**src/rtl/ff_write_arbiter_if.sv**
```systemverilog
// Write-request bus between N producer blocks and the shared-register arbiter.
// The master side drives requests and data; the slave side returns grants and register state.
interface ff_write_arbiter_if #(
  parameter int N = 4,
  parameter int W = 4
) ();

  logic [N-1:0]         req;
  logic [N*W-1:0]       wdata;
  logic [N-1:0]         gnt;
  logic [W-1:0]         q;
  logic                 q_valid;
  logic [$clog2(N)-1:0] owner;
  logic [7:0]           wr_count;

  modport master (
    output req,
    output wdata,
    input  gnt,
    input  q,
    input  q_valid,
    input  owner,
    input  wr_count
  );

  modport slave (
    input  req,
    input  wdata,
    output gnt,
    output q,
    output q_valid,
    output owner,
    output wr_count
  );

endinterface : ff_write_arbiter_if

```
**src/rtl/ff_write_arbiter.sv**
```systemverilog
// Round-robin write arbiter owning a shared W-bit register: one write per cycle,
// registered one-hot grant to the winner, last winner drops to lowest priority.
module ff_write_arbiter #(
  parameter int N = 4,
  parameter int W = 4
) (
  input  logic               clk,
  input  logic               reset,
  ff_write_arbiter_if.slave  bus
);

  localparam int PW = (N > 1) ? $clog2(N) : 1;

  logic [PW-1:0] ptr_q,      ptr_d;
  logic [N-1:0]  gnt_q,      gnt_d;
  logic [W-1:0]  q_q,        q_d;
  logic          q_valid_q,  q_valid_d;
  logic [PW-1:0] owner_q,    owner_d;
  logic [7:0]    wr_count_q, wr_count_d;

  logic          found;
  logic [PW-1:0] win;
  logic [PW-1:0] idx;

  // Search starts one past the last winner and ends on it, so the last winner is lowest priority.
  // NOTE: every variable gets a default before the loop; a path that skips an assignment infers a latch.
  always_comb begin
    found = 1'b0;
    win   = '0;
    idx   = '0;
    for (int i = 1; i <= N; i++) begin
      idx = PW'((int'(ptr_q) + i) % N);
      if (!found && bus.req[idx]) begin
        found = 1'b1;
        win   = idx;
      end
    end
  end

  always_comb begin
    ptr_d      = ptr_q;
    gnt_d      = '0;
    q_d        = q_q;
    q_valid_d  = q_valid_q;
    owner_d    = owner_q;
    wr_count_d = wr_count_q;
    if (found) begin
      ptr_d      = win;
      gnt_d[win] = 1'b1;
      q_d        = bus.wdata[int'(win)*W +: W];
      q_valid_d  = 1'b1;
      owner_d    = win;
      wr_count_d = wr_count_q + 8'd1;
    end
  end

  // NOTE: non-blocking assignments here so every register samples the pre-edge value of its peers.
  always_ff @(posedge clk) begin
    if (reset) begin
      ptr_q      <= PW'(N - 1);
      gnt_q      <= '0;
      q_q        <= '0;
      q_valid_q  <= 1'b0;
      owner_q    <= '0;
      wr_count_q <= '0;
    end else begin
      ptr_q      <= ptr_d;
      gnt_q      <= gnt_d;
      q_q        <= q_d;
      q_valid_q  <= q_valid_d;
      owner_q    <= owner_d;
      wr_count_q <= wr_count_d;
    end
  end

  assign bus.gnt      = gnt_q;
  assign bus.q        = q_q;
  assign bus.q_valid  = q_valid_q;
  assign bus.owner    = owner_q;
  assign bus.wr_count = wr_count_q;

  a_gnt_onehot0 : assert property (@(posedge clk) $onehot0(gnt_q));
  a_gnt_owner   : assert property (@(posedge clk) disable iff (reset)
                                   (gnt_q != '0) |-> gnt_q[owner_q]);
  a_valid_holds : assert property (@(posedge clk) disable iff (reset)
                                   q_valid_q |=> q_valid_q);

endmodule : ff_write_arbiter

```
**src/flat_wrapper.sv**
```systemverilog
// flat-port wrapper written by rule: the top's interface ports become plain ports
module ff_write_arbiter_flat 
#(
  parameter int N = 4,
  parameter int W = 4
)
  (clk, reset, bus_req, bus_wdata, bus_gnt, bus_q, bus_q_valid, bus_owner, bus_wr_count);
  ff_write_arbiter_if #(.N(N), .W(W)) bus_i ();
  input  logic clk;
  input  logic reset;
  input wire logic [$bits(bus_i.req)-1:0] bus_req;
  input wire logic [$bits(bus_i.wdata)-1:0] bus_wdata;
  output wire logic [$bits(bus_i.gnt)-1:0] bus_gnt;
  output wire logic [$bits(bus_i.q)-1:0] bus_q;
  output wire logic [$bits(bus_i.q_valid)-1:0] bus_q_valid;
  output wire logic [$bits(bus_i.owner)-1:0] bus_owner;
  output wire logic [$bits(bus_i.wr_count)-1:0] bus_wr_count;
  assign bus_i.req = bus_req;
  assign bus_i.wdata = bus_wdata;
  assign bus_gnt = bus_i.gnt;
  assign bus_q = bus_i.q;
  assign bus_q_valid = bus_i.q_valid;
  assign bus_owner = bus_i.owner;
  assign bus_wr_count = bus_i.wr_count;
  ff_write_arbiter #(.N(N), .W(W)) u_core (.clk(clk), .reset(reset), .bus(bus_i));
endmodule
```
**config.mk**
```make
export PLATFORM = sky130hd
export DESIGN_NAME = ff_write_arbiter_flat
export DESIGN_NICKNAME = d
export VERILOG_FILES = /design/src/rtl/ff_write_arbiter_if.sv /design/src/rtl/ff_write_arbiter.sv /design/src/flat_wrapper.sv
export SDC_FILE = /design/constraint.sdc
export NUM_CORES = 1
export LEC_CHECK = 0
export BUFFER_PORTS_ARGS = -buffer_cell sky130_fd_sc_hd__buf_2
export CAP_MARGIN = 20
export CORE_MARGIN = 2
export CORE_UTILIZATION = 46
export DETAILED_ROUTE_END_ITERATION = 8
export GPL_TIMING_DRIVEN = 0
export PLACE_DENSITY = 0.77
export SETUP_SLACK_MARGIN = 0.3
export SYNTH_ARGS = -nofsm -noshare
export SYNTH_HDL_FRONTEND = slang
export SYNTH_SLANG_ARGS = --single-unit
```
**constraint.sdc**
```tcl
create_clock -name clk -period 1.9 [get_ports clk]
set_input_delay 0.095 -clock clk [delete_from_list [all_inputs] [get_ports clk]]
set_output_delay 0.095 -clock clk [all_outputs]
set_load 0.01 [all_outputs]
```
* Word-level counts from Yosys, hierarchy flattened *
Cells that the tools add are included.

operators by class
  bitwise gates (word level) = 1
  add/sub/neg operators = 5
  shifts and indexed selects = 1
  multiplexer cells = 18
  reduce and logical (&&, ||, !) cells = 8
  $lt $le $gt $ge = 6

operators with widths
  kind                                                                                 number
  16-bit by 5-bit variable part select with 4-bit output                               1
  2-bit by 3-bit less-than comparator with 1-bit output, second input constant         5
  1-bit two-way mux                                                                    9
  8-bit by 1-bit adder with 8-bit output, second input constant                        1
  1-bit binary-select mux with 2-bit select                                            4
  2-bit two-way mux                                                                    4
  2-bit by 1-bit adder with 2-bit output, second input constant                        2
  2-bit adder, second input constant                                                   2
  1-bit logical AND                                                                    4
  1-bit zero test                                                                      3
  1-bit demux with 2-bit select                                                        1
  2-bit by 1-bit greater-or-equal comparator with 1-bit output, second input constant  1
  2-bit OR reduction                                                                   1
  1-bit inverter                                                                       1

word-level totals
  input bits = 22
  flip-flop bits (word level) = 21
  output and inout port bits = 19
  word-level logic and storage cells = 45

* Logic depth before layout (Yosys ltp) *
Gate-level depths: netlist of run 1.

  depth after elaboration = 17
  depth in mapped cells = 6
  mapped depth without buffers = 5

* Worst setup path before layout of run 1 *
OpenSTA, ideal clock, no wires.

  path type = register to register
  start point = register u_core.ptr_q[1]
  end point = register u_core.q_q[3], in the netlist u_core.bus.q[3]
  buffers on the path = 1
  library setup time = 67 ps
  required time = 1,833 ps
  clock period less this slack = 1,547 ps
  path slack = 353 ps
  cell stages (with the launch flop) = 7
  arrival = 1,480 ps
  path through = dfxtp_1 > nor3b_1 > a311oi_4 > buf_6 > mux2i_1 > mux2_2 > o21ai_2

on the way
  longest elaborated chain between the ends = 14
  elaborated cells between the ends (all ways) = 27
  classes of those cells = 4 x add/sub; 1 x shift; 16 x mux; 6 x reduce/logical

ends and longest elaborated chain
  what                                                    RTL line                text
  start: declaration                                      ff_write_arbiter.sv:14  logic [PW-1:0] ptr_q, ptr_d;
  start signal: assignment                                ff_write_arbiter.sv:60  ptr_q <= PW'(N - 1);
  start signal: assignment                                ff_write_arbiter.sv:67  ptr_q <= ptr_d;
  2-bit by 1-bit adder with 2-bit output                  ff_write_arbiter.sv:32  idx = PW'((int'(ptr_q) + i) % N);
  1-bit binary-select mux with 2-bit select               ff_write_arbiter.sv:33  if (!found && bus.req[idx]) begin
  1-bit two-way mux (not written as such)                 ff_write_arbiter.sv:33
  1-bit two-way mux                                       ff_write_arbiter.sv:33
  1-bit zero test                                         ff_write_arbiter.sv:33
  1-bit logical AND                                       ff_write_arbiter.sv:33
  1-bit two-way mux                                       ff_write_arbiter.sv:33
  1-bit zero test                                         ff_write_arbiter.sv:33
  1-bit logical AND                                       ff_write_arbiter.sv:33
  1-bit two-way mux                                       ff_write_arbiter.sv:33
  1-bit zero test                                         ff_write_arbiter.sv:33
  1-bit logical AND                                       ff_write_arbiter.sv:33
  2-bit two-way mux                                       ff_write_arbiter.sv:33
  16-bit by 5-bit variable part select with 4-bit output  ff_write_arbiter.sv:50  q_d = bus.wdata[int'(win)*W +: W];
  end signal: assignment                                  ff_write_arbiter.sv:69  q_q <= q_d;
  end: declaration                                        ff_write_arbiter.sv:16  logic [W-1:0] q_q, q_d;

Several ways; a longest one is shown, not always the timed one. The select of a mux whose other input is x is not followed.
A chain may end at the register's enable or synchronous reset.

* Worst setup path after layout of run 1 *
  start point = register u_core.ptr_q[0]
  end point = register u_core.q_q[2], in the netlist u_core.bus.q[2]

Same word-level chain as after synthesis.

==> run_results.csv, run 1 <==
group,metric,value,unit
worst_setup_path,worstRegToRegCells,6,
power_and_ir_drop,leakage,0.633,nW
logic_synthesis,synthFlopType,"dfxtp_1",
clock_tree,numCtsBuffers,3,
placed_design,hpwl,1590,um
run_status,status,"finished, final reports clean",
placed_design,gp_congestion,0.784,
die,die_y,50.4,um
sta,report.final.slew_viol_count,0,
sta,setup_violations,0,
die,initial_core_util,0.494,
worst_setup_path,slowest_delay,0.36,ns
logic_synthesis,syn_area_per_cell,9.70,um^2
detailed_routing,first_pass_iters,4,
power_and_ir_drop,power_density,743,mW/mm^2
detailed_routing,drc,0,
layout,layout-drive-gt1-share,0.420,
detailed_routing,viasPerCell,5.12,
placed_design,place_area,0.00122,mm^2
clock_tree,cts_tree,"built",
die,die_area,0.00254,mm^2
logic_synthesis,synth-seq-area-share,0.425,
layout,final_cells,177,
worst_setup_path,cpMaxStageDelayCell,"dfxtp_2",
detailed_routing,num_vias,906,
worst_setup_path,crit_type,"register to register",
clock_tree,cts_max_path_buffers,2,
sta,worst_pin_slew,0.872,ns
detailed_routing,wl,2200,um
global_routing,overflow,0,
placed_design,port_buffers,40,
logic_synthesis,syn_area,990,um^2
sta,slew_headroom,0.414,
logic_synthesis,synth.distinct_cells,29,
worst_setup_path,path_cells,"nand2b_4 -> a311oi_4 -> buf_4 -> mux2i_2 -> mux2_4 -> o21ai_1",
worst_setup_path,setup.worst_path.end_class,"register",
worst_setup_path,r2r_end,"u_core.bus.q[2]",
sta,timing.final.hold_violations,0,
worst_setup_path,path_max_fanout,4,
clock_tree,cts_sinks,21,
logic_synthesis,synthArstFlopShare,0,
layout,insertedDiodeCount,0,
global_routing,grt_pass1_vias,861,
logic_synthesis,synth_warnings,0,
detailed_routing,wl_per_cell,12.4,um
clock_tree,clockRootBuffer,"clkbuf_4",
sta,fin_ws,0.295,ns
sta,finalClockSkew,0.00326,ns
worst_setup_path,ff2ff_setup_slack,0.29,ns
clock_tree,clkSlewWorstSetupHoldPaths,0.12,ns
global_routing,track_usage,0.186,
worst_setup_path,worst-path-buf-inv,1,
worst_setup_path,crit_required,2.12,ns
worst_setup_path,start_kind,"register",
clock_tree,cts_max_level,1,
die,ios,41,
worst_setup_path,crit_cells,6,
logic_synthesis,synth-edff-count,0,
worst_setup_path,cp.arrival,1.82,ns
sta,fin_crit,1.61,ns
worst_setup_path,crit_end,"u_core.bus.q[2]",
global_routing,antenna_found_initial,0,
placed_design,dp_cells,169,
die,die_w,50.4,um
layout,fin_area,0.00131,mm^2
sta,hold_slack,0.174,ns
worst_setup_path,regToRegStartpoint,"u_core.ptr_q[0]",
sta,finalCritPeriodShare,0.845,
clock_tree,insertion_delay,0.32,ns
global_routing,grt_max_degree,13,
logic_synthesis,syn-num-nets,125,
layout,final_nets,174,
power_and_ir_drop,irDropWorstVdd,482,uV
sta,rsz0062_at_grt,"yes",
run,max-cap-violations,0,
detailed_routing,drtIter0Drc,17,
global_routing,grt_pass1_wl,3550,um
layout,area_growth,32.7,%
min_path,hold_path.class,"input port to register",
worst_setup_path,crit_family,"compound AO/OA/AOI/OAI gates",
sta,fmax,623,MHz
placed_design,place_ws,0.207,ns
die,rows,16,
die,core,0.00200,mm^2
sta,setup_tns,0,ns
logic_synthesis,synth-seq-cells,21,
logic_synthesis,syn_inst,102,
worst_setup_path,crit_start,"u_core.ptr_q[0]",
detailed_routing,ant_nets,0,
==> cells in the final DEF (no fill, tap or decap), drive strengths merged <==
master       instances
or2                  1
a311oi               1
or2b                 1
xor2                 6
clkinv               1
ha                   1
a21oi                4
and3b                1
nand4                4
and3                 3
inv                  1
nand2                6
nor3                 1
clkbuf               6
buf                 45
nor2                14
dlygate4sd3          1
nand3b               4
mux2                 4
nor4                 2
dfxtp               21
mux2i                8
xnor2                1
or4                  1
nand2b               3
nor3b                2
a211o                2
o21ai                5
==> worst min-delay path by stage <==
| stage | start | endpoint | cells after the start |
|---|---|---|---|
| after detailed placement | reset | u_core.ptr_q[1] | 3 |
| after CTS | bus_req[2] | u_core.ptr_q[1] | 4 |
| after floorplan | reset | u_core.ptr_q[1] | 2 |
| after global routing | bus_req[0] | u_core.ptr_q[1] | 4 |
| final | bus_req[0] | u_core.ptr_q[1] | 4 |
| after global placement | reset | u_core.ptr_q[1] | 3 |
==> cell families (layout without fill, tap and decap cells) <==
kind of cell             count (synthesis)  in the layout  share of synthesized area
AND/OR/NAND/NOR                         43             43                      0.243
AO/OA/AOI/OAI                           12             12                     0.0936
buffers and inverters                    6             54                     0.0379
flip-flops                              21             21                      0.425
multiplexers                            12             12                      0.126
adder cells (fa/ha/maj)                  1              1                     0.0126
XOR/XNOR                                 7              7                     0.0619
==> layout make-up <==
type,count,area (um^2)
clock buffers,3,22.5
clock inverters,1,5.00
well taps,27,33.8
inverters,1,3.75
multi-input cells,75,559
flip-flops and latches,21,423
repair buffers,44,233
plain buffers,5,33.8
fillers,164,688
==> power breakdown <==
part | leakage (nW) | internal (mW) | total (mW) | switching [mW]
Sequential | 0.173 | 0.476 | 0.503 | 0.0266
Clock | 0.0177 | 0.0789 | 0.223 | 0.144
Combinational | 0.443 | 0.136 | 0.250 | 0.113
==> registers in the layout, summed over array words and instances (netlist names) <==
name                 cells
u_core.bus.q_valid       1
u_core.ptr_q             2
u_core.bus.wr_count      8
u_core.bus.owner         2
u_core.bus.gnt           4
u_core.bus.q             4
==> timing repair <==
item                                    CTS  global route
pin swaps                                 1             0
gates resized for setup                   3             5
setup buffers                             2             1
hold buffers                              1             0
endpoints found under the setup margin    4             4
hold endpoints to repair                  1             0
==> synthesized netlist by cell type, types with 3 or more instances <==
| cell | number | area (um^2) |
|---|---|---|
| mux2_2 | 4 | 45.0 |
| a21oi_1 | 4 | 20.0 |
| and3_1 | 3 | 18.8 |
| xor2_1 | 6 | 52.6 |
| clkbuf_1 | 3 | 11.3 |
| nor2_1 | 14 | 52.6 |
| nand2_1 | 6 | 22.5 |
| nand4_1 | 4 | 25.0 |
| dfxtp_1 | 21 | 420 |
| mux2i_1 | 8 | 80.1 |
| nand3b_1 | 4 | 30.0 |
| o21ai_1 | 3 | 15.0 |
| nand2b_1 | 3 | 18.8 |
==> routing by layer <==
metal | share of wire | GRT usage | routed length (um) | up-vias
met5 | 0 | 0 | 0 | -
met4 | 0.018 | 0.0811 | 39 | 0
met3 | 0.051 | 0.0327 | 112 | 5
met2 | 0.52 | 0.349 | 1140 | 29
met1 | 0.41 | 0.201 | 905 | 417
li1 | - | - | - | 455
==> worst register-to-register path: stages (launching register included) <==
cell      delay (ns)
dfxtp_2         0.36
nand2b_4        0.15
a311oi_4        0.34
buf_4           0.20
mux2i_2         0.23
mux2_4          0.18
o21ai_1         0.06
==> metrics by stage <==
stage / power, mW / util
global placement: 0.723 / 0.611
finish: 0.976 / 0.656
global route: 1.02 / 0.656
detailed placement: 0.731 / 0.611
CTS: 0.963 / 0.646
floorplan: 0.650 / -
(Power assumes the default switching activity.)
==> run 2, diff against run 1 <==
--- a/config.mk
+++ b/config.mk
@@ -5,13 +5,14 @@
 export SDC_FILE = /design/constraint.sdc
 export NUM_CORES = 1
 export LEC_CHECK = 0
+export ABC_AREA = 1
 export BUFFER_PORTS_ARGS = -buffer_cell sky130_fd_sc_hd__buf_2
 export CAP_MARGIN = 20
 export CORE_MARGIN = 2
-export CORE_UTILIZATION = 46
+export CORE_UTILIZATION = 49
 export DETAILED_ROUTE_END_ITERATION = 8
 export GPL_TIMING_DRIVEN = 0
-export PLACE_DENSITY = 0.77
+export PLACE_DENSITY = 0.78
 export SETUP_SLACK_MARGIN = 0.3
 export SYNTH_ARGS = -nofsm -noshare
 export SYNTH_HDL_FRONTEND = slang
==> constraint.sdc (replaced) <==
create_clock -name clk -period 1.5 [get_ports clk]
set_input_delay 0.075 -clock clk [delete_from_list [all_inputs] [get_ports clk]]
set_output_delay 0.075 -clock clk [all_outputs]
set_load 0.01 [all_outputs]
==> run 2 against run 1 <==
Compared with the run above: the flow now finishes with violations (negative setup slack); first-iteration DRC count increased to 3.4 times the previous value; sequential power increased by 72%; via count up 58%; worst hold slack got worse by 0.11 ns; largest cell class unchanged.
==> run_results.csv, run 2 <==
group,metric,value,unit
clock_tree,cts_sinks,21,
logic_synthesis,synth-seq-cells,21,
sta,fin_crit,1.88,ns
logic_synthesis,synth_warnings,0,
sta,fmax,533,MHz
global_routing,grt_max_degree,12,
placed_design,hpwl,2150,um
logic_synthesis,syn_area,0.00118,mm^2
logic_synthesis,synth-seq-area-share,0.355,
power_and_ir_drop,leakage,0.977,nW
die,ios,41,
layout,insertedDiodeCount,0,
global_routing,antenna_found_initial,0,
die,die_area,0.00283,mm^2
clock_tree,clockRootBuffer,"clkbuf_4",
layout,final_common_cell,"buf_2",
logic_synthesis,syn_area_per_cell,6.58,um^2
layout,fill_cells,137,
layout,layout-drive-gt1-share,0.548,
global_routing,grt_pass1_vias,1271,
min_path,hold_path.class,"input port to register",
die,initial_core_util,0.526,
global_routing,grt_pass1_wl,5200,um
layout,utilization,0.850,
logic_synthesis,synthTopCellsByCount,"59 x nand2_1, 21 x dfxtp_1, 21 x nand3_1",
detailed_routing,drc,0,
placed_design,gp_congestion,0.861,
sta,setup_violations,21,
logic_synthesis,synth_top_cell_area_share,0.355,
logic_synthesis,synth_area_leader_cell,"dfxtp_1",
run_status,violations,"negative setup slack",
sta,worst_pin_slew,0.452,ns
logic_synthesis,syn-num-nets,203,
layout,final_nets,265,
logic_synthesis,synthFlopType,"dfxtp_1",
worst_setup_path,setup.worst_path.end_class,"register",
layout,largest_reg_flops,8,
clock_tree,numCtsBuffers,3,
power_and_ir_drop,irDropWorstVdd,1790,uV
detailed_routing,num_vias,1434,
global_routing,track_usage,0.248,
sta,finalCritPeriodShare,1.25,
clock_tree,clkSlewWorstSetupHoldPaths,0.12,ns
die,die_w,53.2,um
worst_setup_path,crit_required,1.71,ns
detailed_routing,top_layer,"met4",
global_routing,overflow,0,
detailed_routing,wl_per_cell,14.5,um
worst_setup_path,path_max_fanout,6,
placed_design,port_buffers,40,
detailed_routing,dr_wl_met2,1990,um
clock_tree,insertion_delay,0.31,ns
sta,slew_headroom,0.698,
layout,layout_common_cells,"40 x buf_2, 34 x nand2_1, 19 x dfxtp_1, 16 x nand2_2, 15 x nand2_4",
logic_synthesis,synthArstFlopShare,0,
die,core,0.00225,mm^2
detailed_routing,viasPerCell,5.33,
logic_synthesis,yosysMostFrequentCell,"nand2_1",
run_status,status,"finished, violations left",
clock_tree,cts_max_path_buffers,2,
sta,fin_ws,-0.375,ns
sta,timing.final.hold_violations,0,
worst_setup_path,ff2ff_setup_slack,-0.38,ns
worst_setup_path,cp.arrival,2.09,ns
sta,hold_slack,0.0600,ns
logic_synthesis,synthTopCellsByArea,"dfxtp_1 35%, nand2_1 19%, nand3_1 8.9%",
logic_synthesis,syn_inst,180,
run,max-cap-violations,0,
logic_synthesis,synth.distinct_cells,22,
detailed_routing,ant_nets,0,
logic_synthesis,synth-edff-count,0,
clock_tree,cts_tree,"built",
clock_tree,cts_max_level,1,
worst_setup_path,start_kind,"register",
sta,setup_tns,-6.01,ns
placed_design,place_ws,-0.364,ns
detailed_routing,drtIter0Drc,57,
sta,report.final.slew_viol_count,0,
detailed_routing,first_pass_iters,4,
die,rows,17,
sta,rsz0062_at_grt,"yes",
sta,finalClockSkew,0.00416,ns
detailed_routing,wl_met1,1590,um
detailed_routing,wl,3890,um
detailed_routing,wl_met3,189,um
worst_setup_path,crit_type,"register to register",
layout,area_growth,61.7,%
die,die_y,53.2,um
power_and_ir_drop,power_density,2400,mW/mm^2
## run 2: cell types whose count changed after synthesis, moves of 4 or more
cell and change:
nor3_1 +5, xor2_1 -6, nand2_1 +53, nand3_1 +21
inv_1 +14, mux2_2 -4, mux2i_1 -8, nand2_2 +7
nand3b_1 -4, o21ai_0 +6
## run 2: cell families (layout without fill, tap and decap cells)
logic type	count (synthesis)	in the layout	share of synthesized area
AND/OR/NAND/NOR	115	115	0.440
buffers and inverters	25	86	0.114
flip-flops	21	21	0.355
AO/OA/AOI/OAI	18	18	0.0802
adder cells (fa/ha/maj)	1	1	0.0106
## run 2: timing repair
item | CTS | global route
hold endpoints to repair | 4 | 0
gates resized for setup | 20 | 59
gates cloned | 0 | 1
endpoints found under the setup margin | 21 | 21
pin swaps | 16 | 25
buffers inserted | 11 | 4
hold buffers | 1 | 0
## run 2: path summary, 6_finish.rpt
kind | start | to | depth (start not counted)
worst min-delay path | bus_wdata[4] | u_core.bus.q[0] | 5
worst min register to register | u_core.bus.q_valid | u_core.bus.q_valid | 2
worst max-delay path | u_core.ptr_q[0] | u_core.bus.q[3] | 14
worst max register to register | u_core.ptr_q[0] | u_core.bus.q[3] | 14
## run 2: critical path: stages (launching register included)
cell and delay, ns:
dfxtp_2 0.34, buf_6 0.12, buf_6 0.13, nand2_2 0.07, nand2_2 0.09, nand2_4 0.11, nand2_4 0.06, nor2_4 0.11
nand4_1 0.11, nand2_2 0.13, clkinvlp_4 0.17, nand3_2 0.11, nand3_2 0.06, nor2_1 0.11, nor2_1 0.06
## run 2: layout make-up
class,instances,area [um^2],area share
timing repair buffer,57,363,0.189
clock buffer,4,26.3,0.0137
inverter,18,76.3,0.0398
tap,28,35.0,0.0183
multi-input combinational,134,907,0.474
buffer,7,82.6,0.0431
sequential,21,425,0.222
## run 2: metrics by stage
step                      power [mW]  cell area [um^2]  cells
after floorplan                 2.45              1210    180
after global placement          2.87              1440    248
after detailed placement        2.95              1440    248
after CTS                       3.70              1630    264
after global routing            4.90              1920    269
final                           4.60              1920    269
## run 2: where the power goes
group | switching (mW) | internal (mW)
clock network | 0.177 | 0.104
logic | 1.98 | 1.47
registers | 0.128 | 0.738
## run 2: routing by layer
metal	up-vias	GRT usage
li1	702	-
met1	651	0.279
met2	65	0.473
met3	16	0.0367
met4	0	0.0769
met5	-	0
==> run 3, diff against run 2 <==
--- a/config.mk
+++ b/config.mk
@@ -10,9 +10,10 @@
 export CAP_MARGIN = 20
 export CORE_MARGIN = 2
 export CORE_UTILIZATION = 49
+export CTS_CLUSTER_SIZE = 25
 export DETAILED_ROUTE_END_ITERATION = 8
 export GPL_TIMING_DRIVEN = 0
-export PLACE_DENSITY = 0.78
+export PLACE_DENSITY = 0.86
 export SETUP_SLACK_MARGIN = 0.3
 export SYNTH_ARGS = -nofsm -noshare
 export SYNTH_HDL_FRONTEND = slang
==> run 3 against run 2 <==
Compared with the run above: the flow still finishes with violations (negative setup slack); combinational power up 12%; non-clock buffer count grew 7; utilization rose by 2.7 points; clock power is 1% higher; global-route usage up 2.5 points; highest routed layer unchanged.
==> run_results.csv, run 3 (same netlist as run 2, synthesis figures left out) <==
group,metric,value,unit
run,max-cap-violations,0,
power_and_ir_drop,power_density,2550,mW/mm^2
placed_design,port_buffers,40,
min_path,hold_path.class,"input port to register",
global_routing,track_usage,0.274,
detailed_routing,ant_nets,0,
clock_tree,cts_max_path_buffers,2,
global_routing,grt_max_degree,13,
placed_design,dp_cells,248,
clock_tree,clkSlewWorstSetupHoldPaths,0.12,ns
global_routing,antenna_found_initial,0,
layout,fill_cells,119,
layout,layout_common_cells,"40 x buf_2, 34 x nand2_1, 19 x dfxtp_1, 18 x nand2_2, 15 x buf_4",
layout,insertedDiodeCount,0,
worst_setup_path,worst-path-buf-inv,3,
sta,fmax,507,MHz
detailed_routing,drtIter0Drc,94,
placed_design,gp_congestion,0.840,
detailed_routing,wl_per_cell,17.6,um
clock_tree,cts_sinks,21,
sta,report.final.slew_viol_count,0,
die,die_w,53.2,um
clock_tree,cts_tree,"built",
clock_tree,numCtsBuffers,3,
layout,fin_area,0.00198,mm^2
die,ios,41,
sta,slew_headroom,0.690,
layout,largest_reg_flops,8,
layout,area_growth,66.7,%
layout,utilization,0.876,
worst_setup_path,start_kind,"register",
worst_setup_path,cpMaxStageDelayCell,"dfxtp_2",
sta,finalClockSkew,0.00913,ns
layout,final_common_cell,"buf_2",
worst_setup_path,path_cells,"buf_6 -> inv_4 -> buf_8 -> nand2_4 -> nand2_4 -> nand2_2 -> nand2_2 -> nand2_2 -> nand2_2 -> nand2_2 -> nand3_4 -> nor2_2 -> nand2_1 -> nand2_2 -> nor2_2 -> nor2_1",
sta,worst_pin_slew,0.465,ns
die,rows,17,
layout,final_cells,276,
run_status,violations,"negative setup slack",
placed_design,place_area,0.00144,mm^2
worst_setup_path,cp.arrival,2.23,ns
layout,final_nets,272,
sta,fin_ws,-0.472,ns
power_and_ir_drop,irDropWorstVdd,2410,uV
die,die_y,53.2,um
detailed_routing,wl,4860,um
clock_tree,clockRootBuffer,"clkbuf_4",
sta,timing.final.hold_violations,0,
clock_tree,cts_max_level,1,
run_status,status,"finished, violations left",
clock_tree,insertion_delay,0.32,ns
sta,fin_crit,1.97,ns
worst_setup_path,crit_required,1.75,ns
global_routing,overflow,0,
die,die_area,0.00283,mm^2
sta,rsz0062_at_grt,"yes",
die,core,0.00225,mm^2
detailed_routing,viasPerCell,5.61,
worst_setup_path,crit_family,"simple AND/OR/NAND/NOR gates",
power_and_ir_drop,p_total,5.03,mW
die,initial_core_util,0.526,
placed_design,hpwl,2040,um
worst_setup_path,crit_type,"register to register",
power_and_ir_drop,leakage,0.993,nW
detailed_routing,num_vias,1547,
layout,layout-drive-gt1-share,0.581,
sta,setup_violations,21,
worst_setup_path,setup.worst_path.end_class,"register",
global_routing,grt_pass1_wl,5530,um
sta,finalCritPeriodShare,1.31,
detailed_routing,drc,0,
worst_setup_path,path_max_fanout,7,
global_routing,grt_pass1_vias,1276,
detailed_routing,first_pass_iters,4,
worst_setup_path,slowest_delay,0.34,ns
worst_setup_path,critPathMostFrequentCell,"nand2_2",
## run 3: worst paths after layout
path / endpoint / startpoint / slack (ns) / cells after the start
setup reg to reg: u_core.bus.q[2] / u_core.ptr_q[0] / -0.47 / 16
hold / removal: u_core.bus.q[0] / bus_wdata[4] / 0.05 / 5
setup / recovery: u_core.bus.q[2] / u_core.ptr_q[0] / -0.47 / 16
hold reg to reg: u_core.bus.owner[0] / u_core.bus.owner[0] / 0.49 / 2
## run 3: final cells by class
class / count / area [um^2] / share of cell area
repair buffers: 64 / 412 / 0.208
plain buffers: 7 / 82.6 / 0.0418
multi-input cells: 134 / 918 / 0.465
flip-flops and latches: 21 / 425 / 0.215
inverters: 18 / 75.1 / 0.0380
well taps: 28 / 35.0 / 0.0177
clock buffers: 3 / 22.5 / 0.0114
clock inverters: 1 / 5.00 / 0.00253
## run 3: power by group
part           internal, mW  switching [mW]  total, mW
clock                 0.100           0.185      0.285
sequential            0.738           0.133      0.872
combinational          1.62            2.26       3.87
## run 3: per-layer routing
| metal | wire (um) | vias up | track usage |
|---|---|---|---|
| li1 | - | 712 | - |
| met1 | 1840 | 716 | 0.321 |
| met2 | 2470 | 104 | 0.492 |
| met3 | 402 | 15 | 0.0424 |
| met4 | 142 | 0 | 0.111 |
| met5 | 0 | - | 0 |
## run 3: worst min-delay path: cells and delay by family
family                 cells  cell delay [ns]
buffers and inverters      1             0.08
and+or+nand+nor            4             0.18
## run 3: per-stage QoR
stage	setup WS [ns]	hold slack [ns]	TNS (ns)
after global routing	-0.576	0.0601	-8.23
after global placement	-0.285	0.302	-3.56
after floorplan	-0.117	0.144	-0.971
final	-0.472	0.0525	-6.77
after detailed placement	-0.319	0.309	-4.30
after CTS	-0.233	0.0620	-3.37
## run 3: timing repair
item | CTS | global route
endpoints found under the hold margin | 1 | 0
setup endpoints to repair | 21 | 21
resized for setup | 27 | 58
setup buffers | 10 | 11
gates cloned | 1 | 0
hold buffers | 2 | 0
pin swaps | 5 | 24
